<file path="config.mk">
export PLATFORM = sky130hd
export DESIGN_NAME = sdram_port_arbiter
export DESIGN_NICKNAME = d
export VERILOG_FILES = /design/src/rtl/sdram_port_arbiter.sv
export SDC_FILE = /design/constraint.sdc
export NUM_CORES = 1
export LEC_CHECK = 0
export CORE_UTILIZATION = 37
export DETAILED_ROUTE_END_ITERATION = 6
export PLACE_DENSITY = 0.89
export SYNTH_ARGS = -nofsm -noshare
export SYNTH_HDL_FRONTEND = slang
export SYNTH_SLANG_ARGS = --single-unit
</file>
<file path="constraint.sdc">
create_clock -name CLK -period 3.3 [get_ports CLK]
set_clock_uncertainty 0.2 [all_clocks]
set_input_delay 0.66 -clock CLK [delete_from_list [all_inputs] [get_ports CLK]]
set_output_delay 0.66 -clock CLK [all_outputs]
set_load 0.05 [all_outputs]
</file>
<file path="src/rtl/sdram_port_arbiter.sv">
// Round-robin arbiter sharing one SDRAM controller read/write port among NUM_PORTS requesters.
// One transaction in flight; per-port ack/done pulses and a WAIT-state completion watchdog.
module sdram_port_arbiter #(
  parameter int unsigned NUM_PORTS      = 4,
  parameter int unsigned DATA_WIDTH     = 16,
  parameter int unsigned ADR_WIDTH      = 24,
  parameter int unsigned TIMEOUT_CYCLES = 64
) (
  input  logic                            CLK,
  input  logic                            RST,
  input  logic [NUM_PORTS-1:0]            req_i,
  input  logic [NUM_PORTS-1:0]            we_i,
  input  logic [NUM_PORTS*ADR_WIDTH-1:0]  adr_i,
  input  logic [NUM_PORTS*DATA_WIDTH-1:0] wdata_i,
  output logic [NUM_PORTS-1:0]            ack_o,
  output logic [NUM_PORTS-1:0]            done_o,
  output logic                            err_o,
  output logic [DATA_WIDTH-1:0]           rdata_o,
  output logic                            busy_o,
  output logic                            ctl_rd_i_stb,
  input  logic                            ctl_rd_i_ack,
  input  logic                            ctl_rd_o_stb,
  output logic                            ctl_rd_o_ack,
  output logic [ADR_WIDTH-1:0]            ctl_rd_adr,
  input  logic [DATA_WIDTH-1:0]           ctl_rd_data,
  output logic                            ctl_wt_i_stb,
  input  logic                            ctl_wt_i_ack,
  input  logic                            ctl_wt_o_stb,
  output logic                            ctl_wt_o_ack,
  output logic [ADR_WIDTH-1:0]            ctl_wt_adr,
  output logic [DATA_WIDTH-1:0]           ctl_wt_data
);

  localparam int unsigned PW = (NUM_PORTS > 1) ? $clog2(NUM_PORTS) : 1;
  localparam logic [7:0] WdLast = 8'(TIMEOUT_CYCLES - 1);

  typedef enum logic [1:0] {StIdle, StIssue, StWait} state_e;

  state_e                state_q, state_d;
  logic [PW-1:0]         rr_q, rr_d, port_q, port_d;
  logic                  we_q, we_d;
  logic [ADR_WIDTH-1:0]  adr_q, adr_d;
  logic [DATA_WIDTH-1:0] wdata_q, wdata_d, rdata_q, rdata_d;
  logic [7:0]            wd_q, wd_d;
  logic [NUM_PORTS-1:0]  ack_q, ack_d, done_q, done_d;
  logic                  err_q, err_d, busy_q, busy_d;
  logic                  rd_stb_q, rd_stb_d, wt_stb_q, wt_stb_d;

  logic                  grant_vld;
  logic [PW-1:0]         grant_idx, cand_idx;

  // Search starts just after the last winner, so the port served last has lowest priority.
  always_comb begin
    grant_vld = 1'b0;
    grant_idx = '0;
    cand_idx  = '0;
    for (int unsigned i = 1; i <= NUM_PORTS; i++) begin
      cand_idx = PW'((32'(rr_q) + i) % NUM_PORTS);
      if (!grant_vld && req_i[cand_idx]) begin
        grant_vld = 1'b1;
        grant_idx = cand_idx;
      end
    end
  end

  always_comb begin
    state_d  = state_q;
    rr_d     = rr_q;
    port_d   = port_q;
    we_d     = we_q;
    adr_d    = adr_q;
    wdata_d  = wdata_q;
    rdata_d  = rdata_q;
    err_d    = err_q;
    wd_d     = wd_q;
    rd_stb_d = rd_stb_q;
    wt_stb_d = wt_stb_q;
    ack_d    = '0;
    done_d   = '0;
    case (state_q)
      StIdle: begin
        if (grant_vld) begin
          state_d          = StIssue;
          rr_d             = grant_idx;
          port_d           = grant_idx;
          we_d             = we_i[grant_idx];
          adr_d            = adr_i[grant_idx*ADR_WIDTH +: ADR_WIDTH];
          wdata_d          = wdata_i[grant_idx*DATA_WIDTH +: DATA_WIDTH];
          ack_d[grant_idx] = 1'b1;
          wt_stb_d         = we_i[grant_idx];
          rd_stb_d         = !we_i[grant_idx];
        end
      end
      StIssue: begin
        // No timeout here: the controller may legitimately stall during init or refresh.
        if (we_q ? ctl_wt_i_ack : ctl_rd_i_ack) begin
          rd_stb_d = 1'b0;
          wt_stb_d = 1'b0;
          wd_d     = '0;
          state_d  = StWait;
        end
      end
      StWait: begin
        if (we_q ? ctl_wt_o_stb : ctl_rd_o_stb) begin
          done_d[port_q] = 1'b1;
          err_d          = 1'b0;
          if (!we_q) rdata_d = ctl_rd_data;
          state_d        = StIdle;
        end else if (wd_q == WdLast) begin
          done_d[port_q] = 1'b1;
          err_d          = 1'b1;
          state_d        = StIdle;
        end else begin
          wd_d = wd_q + 8'd1;
        end
      end
      default: begin
        state_d  = StIdle;
        rd_stb_d = 1'b0;
        wt_stb_d = 1'b0;
      end
    endcase
    busy_d = (state_d != StIdle);
  end

  always_ff @(posedge CLK or posedge RST) begin
    if (RST) begin
      state_q  <= StIdle;
      rr_q     <= PW'(NUM_PORTS - 1);
      port_q   <= '0;
      we_q     <= 1'b0;
      adr_q    <= '0;
      wdata_q  <= '0;
      rdata_q  <= '0;
      err_q    <= 1'b0;
      wd_q     <= '0;
      rd_stb_q <= 1'b0;
      wt_stb_q <= 1'b0;
      ack_q    <= '0;
      done_q   <= '0;
      busy_q   <= 1'b0;
    end else begin
      state_q  <= state_d;
      rr_q     <= rr_d;
      port_q   <= port_d;
      we_q     <= we_d;
      adr_q    <= adr_d;
      wdata_q  <= wdata_d;
      rdata_q  <= rdata_d;
      err_q    <= err_d;
      wd_q     <= wd_d;
      rd_stb_q <= rd_stb_d;
      wt_stb_q <= wt_stb_d;
      ack_q    <= ack_d;
      done_q   <= done_d;
      busy_q   <= busy_d;
    end
  end

  assign ack_o        = ack_q;
  assign done_o       = done_q;
  assign err_o        = err_q;
  assign rdata_o      = rdata_q;
  assign busy_o       = busy_q;
  assign ctl_rd_i_stb = rd_stb_q;
  assign ctl_wt_i_stb = wt_stb_q;
  assign ctl_rd_adr   = adr_q;
  assign ctl_wt_adr   = adr_q;
  assign ctl_wt_data  = wdata_q;
  // Completion strobes are acknowledged only while a transaction is waiting for them.
  assign ctl_rd_o_ack = (state_q == StWait) && ctl_rd_o_stb;
  assign ctl_wt_o_ack = (state_q == StWait) && ctl_wt_o_stb;

endmodule

</file>
* After elaboration in Yosys (flattened, before gate mapping)
Index checks and enable logic that the tools add are counted. W data, S select, Z words.
Word-level totals: register bits after elaboration 83, bits of input ports 190, logic and storage cells 104, output and inout port bits 94
Cells by class: bitwise logic cells 2, $add $sub $neg 5, order comparisons 8, shifts and indexed selects 2, equality and inequality tests 7, reduce and logical (&&, ||, !) cells 20, multipliers 1, mux-type cells 45
Operator list (count):
- $shiftx A96 B8 Y24 | 1
- $shiftx A64 B7 Y16 | 1
- $mux W8 | 3
- $mux W4 | 5
- $lt A2 B3 Y1 const B | 6
- $mux W1 | 18
- $mux W2 | 8
- $pmux W8 S2 | 1
- $bmux W1 S2 | 5
- $add A8 B1 Y8 const B | 1
- $eq A8 B6 Y1 const B | 1
- $ne A2 B2 Y1 const B | 4
- $logic_and A1 B1 Y1 | 7
- $pmux W1 S3 | 2
- $pmux W2 S3 | 1
- $reduce_and A3 Y1 | 2
- $reduce_bool A2 Y1 | 3
- $add A2 B1 Y2 const B | 2
- $add A2 B2 Y2 const B | 2
- $demux W1 S2 | 2
- $ge A2 B1 Y1 const B | 2
- $logic_not A1 Y1 | 4
- $mul A2 B2 Y4 const B | 1
- $reduce_and A2 Y1 | 2
- other kinds (5) | 6

* Longest topological paths before layout
depth after elaboration 19, mapped depth 8, depth with buffers taken out 6

* Worst setup path before layout
Ideal clock, no wire load.
path type input to register, from in req_i[1], to reg wdata_q[3] (netlist: ctl_wt_data[3]), arrival 2.201 ns, stages 6, buffers on the path 1, required time 2.964 ns, setup slack 0.763 ns, library setup time 0.136 ns, cells stage by stage or2_4 -> a311oi_4 -> buf_6 -> mux2_2 -> a222oi_1 -> o21ai_0
On the way: cells in the longest elaborated chain, start to end 13, elaborated cells on any way between the ends 24, those cells by class shift (1); mux (16); reduce/logical (7)
RTL lines:
- from (decl) | line 11 | input logic [NUM_PORTS-1:0] req_i,
- $bmux W1 S2 | line 59 | if (!grant_vld && req_i[cand_idx]) begin
- $mux W1 (implied by the code) | line 59
- $mux W1 | line 59
- $logic_not A1 Y1 | line 59
- $logic_and A1 B1 Y1 | line 59
- $mux W1 | line 59
- $logic_not A1 Y1 | line 59
- $logic_and A1 B1 Y1 | line 59
- $mux W1 | line 59
- $logic_not A1 Y1 | line 59
- $logic_and A1 B1 Y1 | line 59
- $mux W2 or $mux W1 (tied branches) | line 59
- $shiftx A64 B7 Y16 or $reduce_and A2 Y1 (tied branches)
- to (signal assigned) | line 148 | wdata_q <= wdata_d;
- to (decl) | line 43 | logic [DATA_WIDTH-1:0] wdata_q, wdata_d, rdata_q, rdata_d;
Several ways; a longest one is shown, not always the timed one. The select of a mux whose other input is x is not followed. A chain may end at the register's enable or synchronous reset.

* Final worst setup path
from in req_i[3], to reg wdata_q[6] (netlist: ctl_wt_data[6])
Same word-level chain as after synthesis.

==> impl_metrics.py <==
metrics = {
    "run_status": {
        "status": "finished, violations left",
        "violations": "DRC",
    },
    "die": {
        "io_pins": 284,
        "die_area_mm2": 0.01277,
        "fp.coreArea_mm2": 0.01201,
        "rows": 40,
        "die_height_um": 113.0,
        "initial_core_util_pct": 37.97,
        "die_x_um": 113.0,
    },
    "power": {
        "powerDensity_mw_per_mm2": 1008,
        "switching_share_pct": 48.65,
        "p_leak_nw": 3.132,
        "power.total_mw": 7.779,
        "combPwrFrac_pct": 62.9,
        "clkPwrFrac_pct": 14.0,
        "peakVddDrop_v": 0.0006302,
        "internal_power_mw": 3.994,
        "seqPwrFrac_pct": 23.1,
        "p_switching_mw": 3.785,
    },
    "worst_setup_path": {
        "end_kind": "flip-flop",
        "worst_setup_path_start_kind": "primary input",
        "path_class": "primary input to flip-flop",
        "slowest_delay_ns": 0.60,
        "cp_max_fo": 31,
        "crit_chain": "clkdlybuf4s50_1 -> nand2b_4 -> a311oi_4 -> buf_12 -> mux2_2 -> a222oi_1 -> o21ai_0",
        "startpoint": "req_i[3]",
        "required_ns": 3.28,
        "path_delay_family": "buffers and inverters",
        "cp.arrival_ns": 2.86,
        "cpMaxStageDelayCell": "clkdlybuf4s50_1",
        "r2r_start": "rr_q[1]$_DFFE_PP1P_",
        "crit_buf_inv": 2,
    },
    "synth": {
        "yosys_most_used_dff": "dfrtp_1",
        "yosysUniqueCellTypes": 54,
        "syn_area_per_cell_um2": 10.78,
        "synth_edf_count": 0,
        "ys_seq_area_share_pct": 45.60,
        "ys_warn_count": 0,
        "async_flop_share_pct": 100.0,
        "ys_ff_latch": 83,
        "syn_area_mm2": 0.004561,
        "synthesis.nets": 614,
        "syn_inst": 423,
    },
    "cts": {
        "cts_setup_buffers": 0,
        "cts.hold.buffers_added": 0,
        "cts_buffer_depth": 2,
        "cts_resized": 0,
        "htree_levels": 3,
        "cts_tree": "done",
        "cts_buffers": 9,
        "clk_latency_ns": 0.32,
        "cts_sinks": 83,
        "cts-root-buf": "clkbuf_16",
        "path_clk_slew_ns": 0.06,
    },
    "layout": {
        "diodes": 0,
        "drive_gt1_share_pct": 13.53,
        "area_delta_synth_final_pct": 69.27,
        "final_core_util_pct": 64.27,
        "nNetsFinal": 866,
        "fillers": 945,
        "fin_area_mm2": 0.007720,
    },
    "timing": {
        "tightest_slew_ns": 0.5875,
        "setup_viol_count_final": 0,
        "rsz0062_at_grt": "false",
        "slew_viol_final": 0,
        "relSlewSlack_pct": 60.59,
        "period_share_pct": 87.08,
        "finalHoldViolations": 0,
        "setup_tns_ns": 0,
        "fin_crit_ns": 2.874,
        "max_freq_ghz": 0.3480,
    },
    "flow_run": {
        "drv_cap": 0,
    },
    "global_routing": {
        "first_global_vias": 4584,
        "grt_antenna_before_repair": 0,
        "overflow": 0,
        "grt_max_degree": 84,
        "track_usage_pct": 24.07,
        "grt_first_pass_wirelength_um": 23690,
    },
    "place": {
        "dp_hpwl_um": 11690,
        "routabilityCongestion": 0.8348,
        "dpl-instance-area_mm2": 0.007391,
        "portBuffers": 283,
    },
    "routing": {
        "drt_iter0_drc": 426,
        "drtAntennaViolNets": 0,
        "drtPass1Iterations": 7,
        "wl_um": 15390,
        "vias_per_cell": 5.478,
        "drcViolationCount": 4,
        "avgRoutedWirePerCell_um": 18.61,
        "num_vias": 4530,
    },
    "worst_hold_path": {
        "hold_path.class": "flip-flop to flip-flop",
        "worstHoldStart": "ctl_wt_data[11]$_DFFE_PP0P_",
    },
}
[power groups by stage]
stage / Sequential, mW / Clock, mW / Combinational [mW]
final: 1.80 / 1.09 / 4.89
after global routing: 1.86 / 1.17 / 5.12
after CTS: 1.80 / 1.12 / 4.91
after detailed placement: 1.81 / 0 / 4.88
after global placement: 1.78 / 0 / 4.78
after floorplan: 3.02 / 0 / 2.17
[layout make-up]
class / count / area [um^2] / area share [%]
clock inverter: 4 / 72.57 / 0.9400
sequential: 83 / 2079 / 26.94
clock buffer: 12 / 256.5 / 3.323
tap: 147 / 183.9 / 2.382
inverter: 8 / 31.28 / 0.4052
timing repair buffer: 296 / 2975 / 38.54
multi-input combinational: 277 / 2121 / 27.47
[worst reg2reg max path: cells and delay by family (launching register included)]
| kind | cells | cell delay (ns) |
|---|---|---|
| AO/OA/AOI/OAI | 3 | 0.82 |
| flip-flops | 1 | 0.66 |
| multiplexers | 1 | 0.37 |
| buffers and inverters | 1 | 0.26 |
| AND/OR/NAND/NOR | 1 | 0.12 |
[cells in the mapped netlist (2+ instances only)]
library cell | n | share of area [%]
mux2i_1 | 14 | 3.1
a211oi_1 | 3 | 0.49
mux2_2 | 47 | 12
or2b_1 | 2 | 0.33
xnor2_1 | 2 | 0.38
nor2_1 | 15 | 1.2
nand2b_1 | 4 | 0.55
o21ai_1 | 18 | 2.0
buf_4 | 25 | 4.1
and2_1 | 3 | 0.41
dfrtp_1 | 81 | 44
o22a_1 | 11 | 2.1
o21ai_0 | 31 | 3.4
nand2_1 | 40 | 3.3
inv_1 | 8 | 0.66
a32o_1 | 10 | 2.2
nor2b_1 | 2 | 0.27
a222oi_1 | 30 | 6.6
o21a_1 | 2 | 0.33
dfstp_2 | 2 | 1.2
a21oi_1 | 5 | 0.55
nand3_1 | 4 | 0.44
buf_6 | 4 | 0.99
or3_1 | 3 | 0.41
o211ai_1 | 2 | 0.33
buf_2 | 6 | 0.66
nor3_1 | 3 | 0.33
nor3b_1 | 2 | 0.33
clkbuf_1 | 17 | 1.4
nand4_1 | 2 | 0.27
and3_1 | 2 | 0.27
[cell usage in the layout, fill, tap and decap left out, drive strengths merged, types with 11 or more instances in the layout]
master,instances
o22a,11
a222oi,30
mux2,47
dfrtp,81
clkbuf,12
o21ai,49
mux2i,14
clkdlybuf4s50,281
nand2,40
buf,15
nor2,16
[metal layers]
metal	wire length (um)	up-vias	track usage (%)	share of wire [%]
li1	-	2083	-	-
met1	5613	2162	26.58	36
met2	8122	245	43.72	53
met3	1176	40	6.427	7.6
met4	477	0	9.825	3.1
met5	0	-	0	0
[final timing paths]
check,end,slack (ns),depth (start not counted)
min in group asynchronous,rdata_o[6]$_DFFE_PP0P_,0.54,3
setup / recovery,ctl_wt_data[6]$_DFFE_PP0P_,0.43,7
max in group asynchronous,rr_q[0]$_DFFE_PP1P_,1.98,3
hold / removal,ctl_wt_data[11]$_DFFE_PP0P_,0.28,2
setup reg to reg,ctl_wt_data[6]$_DFFE_PP0P_,0.73,6
hold reg to reg,ctl_wt_data[11]$_DFFE_PP0P_,0.28,2
[per-stage QoR]
stage,instances,hold WS (ns),worst slack (ns)
after floorplan,423,0.2486,0.3065
after global placement,811,0.2639,0.1593
after detailed placement,811,0.2702,0.1187
after CTS,827,0.2843,0.4638
after global routing,827,0.3117,0.2959
final,827,0.2816,0.4263
[sequential cells by signal, indices dropped and copies added (netlist names)]
register      count
ack_o             4
rdata_o          16
done_o            4
ctl_wt_i_stb      1
state_q           2
port_q            2
ctl_wt_data      16
wd_q              8
rr_q              2
busy_o            1
ctl_rd_adr       24
err_o             1
ctl_rd_i_stb      1
we_q              1
[cells by family after synthesis]
family / share of synthesized area [%]
fa+ha+maj: 0.2743
xor+xnor: 0.3842
buf+inv: 8.697
flops: 45.60
mux: 14.68
compound gates: 20.88
simple gates: 9.492
Power figures use the tool's default switching activity.
